### src/rtl/csel_fork_sync.sv
// csel_fork_sync: latches a per-channel valid vector and forwards one token to the selected
// channels after DRIVE_DELAY cycles. Optional WAIT_FREE timeout: define CSEL_TIMEOUT_EN.
module csel_fork_sync #(
   parameter int unsigned NUM_CH         = 6,
   parameter int unsigned MODE           = 0,
   parameter int unsigned DRIVE_DELAY    = 8,
   parameter int unsigned JOIN_ALL       = 0,
   parameter int unsigned TIMEOUT_CYCLES = 1024
) (
   input  logic              clk,
   input  logic              rst,
   input  logic              i_drive,
   output logic              o_free,
   output logic              o_fire,
   input  logic [NUM_CH-1:0] i_valid,
   output logic [NUM_CH-1:0] o_driveNext,
   input  logic [NUM_CH-1:0] i_freeNext,
   output logic              o_drop,
   output logic              o_timeout
);
   localparam int unsigned PW = $clog2(NUM_CH);

   typedef enum logic [1:0] {S_IDLE, S_DELAY, S_WAIT_FREE} state_e;

   state_e            state_q;
   logic [NUM_CH-1:0] sel_q, sel_d;
   logic [NUM_CH-1:0] pending_q, pending_d;
   logic [NUM_CH-1:0] drive_q;
   logic [7:0]        cnt_q;
   logic [PW-1:0]     rr_q, rr_d;
   logic [PW-1:0]     idx;
   int unsigned       sum;
   logic              fire_q, drop_q, found, done;

`ifdef CSEL_TIMEOUT_EN
   localparam int unsigned TW = $clog2(TIMEOUT_CYCLES + 1);
   logic [TW-1:0] wcnt_q;
   logic          timeout_q;
   assign o_timeout = timeout_q;
`else
   assign o_timeout = 1'b0;
`endif

   assign o_free      = (state_q == S_IDLE);
   assign o_fire      = fire_q;
   assign o_drop      = drop_q;
   assign o_driveNext = drive_q;

   // Priority scan; round-robin starts the scan at rr_q and wraps.
   always_comb begin
      sel_d = '0;
      rr_d  = rr_q;
      found = 1'b0;
      sum   = 0;
      idx   = '0;
      if (MODE == 0) begin
         sel_d = i_valid;
      end else begin
         for (int unsigned i = 0; i < NUM_CH; i++) begin
            sum = (MODE == 2) ? 32'(rr_q) + i : i;
            if (sum >= NUM_CH) sum = sum - NUM_CH;
            idx = PW'(sum);
            if (!found && i_valid[idx]) begin
               found      = 1'b1;
               sel_d[idx] = 1'b1;
               rr_d       = (sum == NUM_CH - 1) ? '0 : PW'(sum + 1);
            end
         end
      end
   end

   always_comb begin
      pending_d = pending_q & ~i_freeNext;
      if (JOIN_ALL != 0) done = (pending_d == '0);
      else               done = |(i_freeNext & pending_q);
   end

   always_ff @(posedge clk or negedge rst) begin
      if (!rst) begin
         state_q   <= S_IDLE;
         sel_q     <= '0;
         pending_q <= '0;
         drive_q   <= '0;
         cnt_q     <= '0;
         rr_q      <= '0;
         fire_q    <= 1'b0;
         drop_q    <= 1'b0;
`ifdef CSEL_TIMEOUT_EN
         wcnt_q    <= '0;
         timeout_q <= 1'b0;
`endif
      end else begin
         fire_q  <= 1'b0;
         drop_q  <= 1'b0;
         drive_q <= '0;
`ifdef CSEL_TIMEOUT_EN
         timeout_q <= 1'b0;
`endif
         case (state_q)
            S_IDLE: begin
               if (i_drive) begin
                  sel_q  <= sel_d;
                  fire_q <= 1'b1;
                  if (sel_d == '0) begin
                     drop_q <= 1'b1;
                  end else begin
                     state_q <= S_DELAY;
                     cnt_q   <= 8'(DRIVE_DELAY);
                     if (MODE == 2) rr_q <= rr_d;
                  end
               end
            end
            S_DELAY: begin
               if (cnt_q == '0) begin
                  state_q   <= S_WAIT_FREE;
                  drive_q   <= sel_q;
                  pending_q <= sel_q;
`ifdef CSEL_TIMEOUT_EN
                  wcnt_q    <= '0;
`endif
               end else begin
                  cnt_q <= cnt_q - 8'd1;
               end
            end
            S_WAIT_FREE: begin
               if (done) begin
                  state_q   <= S_IDLE;
                  pending_q <= '0;
`ifdef CSEL_TIMEOUT_EN
               end else if (wcnt_q == TW'(TIMEOUT_CYCLES - 1)) begin
                  // Completion in the same cycle wins over the abort (checked above).
                  state_q   <= S_IDLE;
                  pending_q <= '0;
                  timeout_q <= 1'b1;
               end else begin
                  pending_q <= pending_d;
                  wcnt_q    <= wcnt_q + TW'(1);
               end
`else
               end else begin
                  pending_q <= pending_d;
               end
`endif
            end
            default: state_q <= S_IDLE;
         endcase
      end
   end

endmodule

### config.mk
export PLATFORM = sky130hd
export DESIGN_NAME = csel_fork_sync
export DESIGN_NICKNAME = d
export VERILOG_FILES = /design/src/rtl/csel_fork_sync.sv
export SDC_FILE = /design/constraint.sdc
export NUM_CORES = 1
export LEC_CHECK = 0
export BUFFER_PORTS_ARGS = -buffer_cell sky130_fd_sc_hd__buf_2
export CORE_MARGIN = 2
export CORE_UTILIZATION = 28
export DETAILED_ROUTE_END_ITERATION = 8
export GPL_TIMING_DRIVEN = 0
export SYNTH_ARGS = -nofsm -noshare
export SYNTH_HDL_FRONTEND = slang
export SYNTH_SLANG_ARGS = --single-unit
### constraint.sdc
create_clock -name clk -period 3.89 [get_ports clk]
set_input_delay 0.1945 -clock clk [delete_from_list [all_inputs] [get_ports clk]]
set_output_delay 0.1945 -clock clk [all_outputs]
set_load 0.02 [all_outputs]
Word-level counts from Yosys, hierarchy flattened

Index checks and enable logic that the tools add are counted.

Bits in registers: 30
Output and inout port bits: 10
Word-level logic and storage cells: 47
Bits of input ports: 15

$add $sub $neg: 1
Reductions and logical operators: 10
Bitwise logic cells: 3
Muxes and demuxes: 19
Equality and inequality tests: 7

Operators with widths:

| operator                                                           | count |
|---|---|
| 6-bit 2-to-1 mux                                                   | 4 |
| 8-bit 2-to-1 mux                                                   | 3 |
| 8-bit case mux with 2 select lines                                 | 1 |
| 6-bit AND                                                          | 2 |
| 6-bit case mux with 2 select lines                                 | 1 |
| 2-bit != test, second input constant                               | 5 |
| 8-bit logical NOT                                                  | 1 |
| 2-bit 2-to-1 mux                                                   | 4 |
| 4-bit AND reduction                                                | 2 |
| 8-bit by 1-bit subtractor with 8-bit output, second input constant | 1 |
| 6-bit logical NOT                                                  | 1 |
| 6-bit inverter                                                     | 1 |
| 2-bit case mux with 3 select lines                                 | 1 |
| 6-bit OR reduction                                                 | 1 |
| 1-bit 2-to-1 mux                                                   | 5 |
| 2-bit AND reduction                                                | 2 |
| 2-bit nonzero test                                                 | 2 |
| 2-bit by 1-bit == test with 1-bit output, second input constant    | 1 |
| 2-bit == test, second input constant                               | 1 |
| 2-bit logical NOT                                                  | 1 |

Longest topological paths before layout

Depth in word-level cells: 4
Mapped depth: 6
Depth with buffers taken out: 6

Least setup slack after synthesis

OpenSTA, ideal clock, no wires.

Path kind: register -> register
Start point: register cnt_q[2]
End point: register cnt_q[6]
Required time: 3.816 ns
Path slack: 2.108 ns
Clock period less this slack: 1.782 ns
Stages on the path, launching flop included: 5
Library setup time: 0.074 ns
Data arrival time: 1.707 ns
Buffers on the path: 1
Path through: dfrtp_1 > or4_1 > buf_2 > or4_4 > a21oi_2

Longest elaborated chain between the ends: 3
Elaborated cells on any way between the ends: 6
Those cells by class: 1 x add/sub; 1 x eq/ne; 2 x mux; 2 x reduce/logical

Ends and longest elaborated chain:

| what                                                                             | RTL line | RTL |
|---|---|---|
| from (decl)                                                                      | 29       | `logic [7:0] cnt_q;` |
| from (signal assigned)                                                           | 108      | `cnt_q <= 8'(DRIVE_DELAY);` |
| from (signal assigned)                                                           | 122      | `cnt_q <= cnt_q - 8'd1;` |
| 8-bit by 1-bit subtractor with 8-bit output or 8-bit logical NOT (tied branches) | 122, 114 |  |
| 8-bit 2-to-1 mux or 2-bit != test (tied branches)                                | n/a      |  |
| 8-bit case mux with 2 select lines or 4-bit AND reduction (tied branches)        | n/a      |  |

Parallel ways exist; a longest one is shown, timed or not. The select of a mux whose other input is x is not followed.
A chain may end at the register's enable or synchronous reset.

Worst setup path after layout

Start point: register state_q[0]
End point: register cnt_q[1]

Longest elaborated chain between the ends: 3
Elaborated cells on any way between the ends: 8
Those cells by class: 4 x eq/ne; 1 x mux; 3 x reduce/logical

Ends and longest elaborated chain:

| what                                                                          | RTL line | RTL |
|---|---|---|
| from (decl)                                                                   | 25       | `state_e state_q;` |
| from (signal assigned)                                                        | 80       | `state_q <= S_IDLE;` |
| from (signal assigned)                                                        | 107      | `state_q <= S_DELAY;` |
| from (signal assigned)                                                        | 115      | `state_q <= S_WAIT_FREE;` |
| 2-bit by 1-bit == test with 1-bit output or 2-bit logical NOT (tied branches) | 99       | `case (state_q)` |
| 2-bit != test (no line) or 2-bit nonzero test (tied branches)                 | n/a      |  |
| 4-bit AND reduction (no line)                                                 | n/a      |  |

Parallel ways exist; a longest one is shown, timed or not.

==> impl_results.md <==
* Total number of vias at 939
* PortBufs at 23
* Die Wd at 72.2 um
* CP Max Fanout at 9
* Starting Density at 0.295
* Highest clock rate at 0.511 GHz
* Critical path class: flop to flop
* Wire per inst at 13.4 um
* Clk pwr share at 0.221
* PwrDens at 718 nW/um^2
* Pint at 741 uW
* First-pass GRT wire length at around 4200 um
* Max-slew violation count at 0
* DR pass1 iterations at 4
* Hold crit path type: input pin to flop
* Synth area leaders: dfrtp_1, mux2_2, a21o_1, and2_1, o21ai_0
* Asr flop ratio synth at 1.00
* EDFF count, synth at 0
* Sinks on Clock Net at 30
* Htree depth at 2
* Root Driver: clkbuf_8
* P_leak at 0.000777 uW
* Hold Vio Cnt, Final at 0
* DR iter-0 viols at 79
* WP data arrival at 2.10 ns
* Net switching power at ~400 uW
* ANT nets after route at 0
* Top cell type's share of synthesized area at 0.576
* Layout Skew at 0.00432 ns
* Max clock buf depth at 2
* TritonCTS buffer count at 5
* WL final at roughly 2600 um
* Fillers at 446
* Worst vdd ir at 0.169 mV
* Syn nets at ~120
* Clk_lat worst skew at around 0.28 ns
* Vias in the first global route at 935
* Initial antenna violation count at 0
* Post-CTS Setup Bufs at 0
* Post-Syn Instances at 106
* Placed Area at 1480 sq um
* Ratio of cells with drive above 1 in the final layout at 0.326
* Mapped Area at between 1000 and 1500 sq um
* Max-cap violations at 0
* Post-detail-place hpwl at 1910 um
* CP endpoint kind: flop
* Overall routing resource usage at 0.109
* Netlist cell types at 38
* Synth-to-Final Area Change at 21.6%
* Cell area after layout at 1590 sq um
* Die area at 5220 sq um
* # resized after CTS at 0
* Die height at between 70 and 80 um
* Yosys reg bits at 30
* Leading area contributor after synthesis: dfrtp_1
* Register area share after synthesis at 0.576
* CP max stage cell: a21boi_1
* Minimum clock period at ~2.0 ns
* Status: completed
* Average size of a mapped cell at between 10 and 15 sq um
* Slew headroom at 0.553
* Largest net degree at the start of global routing at 31
* Logic gate share of total power at 0.344
* Crit path launch type: flop
* ANT cells at 0
* DR vias/cell at between 4 and 5
* Seq pwr share at 0.435
* DRC at 0
* Synth cell count leaders: dfrtp_1, nor2_1, a21o_1, o21ai_0
* Data required time of the critical path at 4.04 ns
* Worst path max stage delay at 0.57 ns
* Final Wtd Congestion at 0.754
* Final Setup Violations at 0
* Warnings from Yosys at 0
* Period utilisation layout at 0.503
* Fin nets at 153
* Post-synth top flop: dfrtp_1
* Cell-by-cell trace of the critical path: nor3b_2 -> a21boi_1 -> nand2b_1 -> o32ai_1
* Cts hold-fix bufs at 1
* Clock Pin Slew Worst Setup and Hold Paths at 0.06 ns
* CTS tree: built
* Most numerous cell in the Yosys netlist: dfrtp_1
* Ports at 25
* Setup TNS at 0 ns
* Least-Margin Pin Slew at 0.670 ns
* Row Count at 24
* Switching share of power at 0.350
* Core area at 4410 sq um
* Unrepaired setup endpoints after global routing: false
* Gr ovfl total at 0
-- registers in the layout, indices dropped and copies added, names as in the netlist --
register and flops:
o_driveNext 6, cnt_q 8, sel_q 6, pending_q 6, state_q 2, o_drop 1, o_fire 1
-- metal layers --
layer / vias to the layer above / track usage / part of all wire
li1: 450 / - / -
met1: 465 / 0.126 / 0.44
met2: 19 / 0.176 / 0.50
met3: 5 / 0.0347 / 0.039
met4: 0 / 0.0629 / 0.022
met5: - / 0 / 0
-- kinds of logic (layout without fill, tap and decap cells) --
kind of cell               Yosys count  in the layout  synth area share
other                                1              1           0.00288
xor gates and xnor gates             3              3            0.0202
DFF                                 30             30             0.576
muxes                                8              8            0.0672
and+or+nand+nor                     34             34             0.167
AOI/OAI and AO/OA                   25             25             0.142
adders and majority gates            1              1           0.00960
buffers and inverters                4             36            0.0154
-- cells in the final DEF (no fill, tap or decap), types with 2 or more instances in the layout --
cell type | netlist | routed
clkbuf_8 | 0 | 6
mux2_2 | 6 | 6
a21oi_1 | 2 | 2
buf_2 | 1 | 24
nor2_1 | 8 | 8
or4_1 | 2 | 2
nand2b_1 | 3 | 3
xnor2_1 | 3 | 3
nor4_1 | 3 | 3
dfrtp_1 | 30 | 30
a21o_1 | 7 | 7
and2_1 | 6 | 6
inv_1 | 2 | 2
mux2i_1 | 2 | 2
o21ai_0 | 7 | 7
-- metrics by stage --
step	worst slack, ns	util	power (uW)	std cells	hold slack, ns
finish	1.93	0.359	1140	190	0.167
global route	1.62	0.359	1230	190	0.155
CTS	1.88	0.359	1160	190	0.154
detailed placement	1.89	0.336	896	181	0.270
global placement	1.91	0.336	877	181	0.250
floorplan	2.11	-	789	106	-0.101
-- power by group through the flow --
| stage | clock, uW | combinational (uW) | sequential, uW |
|---|---|---|---|
| 6_report | 251 | 392 | 495 |
| 5_1_grt | 275 | 443 | 513 |
| 4_1_cts | 262 | 397 | 496 |
| 3_5_place_dp | 0 | 395 | 501 |
| 3_3_place_gp | 0 | 382 | 495 |
| 2_1_floorplan | 0 | 299 | 490 |
-- layout make-up --
cell class / count / area, sq um / share of cell area
tap: 52 / 65.1 / 0.0410
buffer: 2 / 12.5 / 0.00789
clock inverter: 1 / 5.00 / 0.00316
sequential: 30 / 751 / 0.474
timing repair buffer: 24 / 125 / 0.0789
inverter: 2 / 7.51 / 0.00474
multi-input combinational: 72 / 533 / 0.336
clock buffer: 7 / 86.3 / 0.0545
-- final timing paths --
path	cells after the start	end	start	slack (ns)
worst min register to register	1	pending_q[0]	pending_q[0]	0.49
worst min-delay path	2	sel_q[4]	i_valid[4]	0.17
max in group asynchronous	2	o_driveNext[5]	rst	2.97
min in group asynchronous	2	o_driveNext[3]	rst	0.49
worst max register to register	4	cnt_q[1]	state_q[0]	1.93
worst max-delay path	4	cnt_q[1]	state_q[0]	1.93
-- critical path: cells and delay by family (launching register included) --
kind | cells | cell delay, ns
AND/OR/NAND/NOR | 2 | 0.74
AO/OA/AOI/OAI | 2 | 0.66
flip-flops | 1 | 0.43
(Power assumes the default switching activity.)
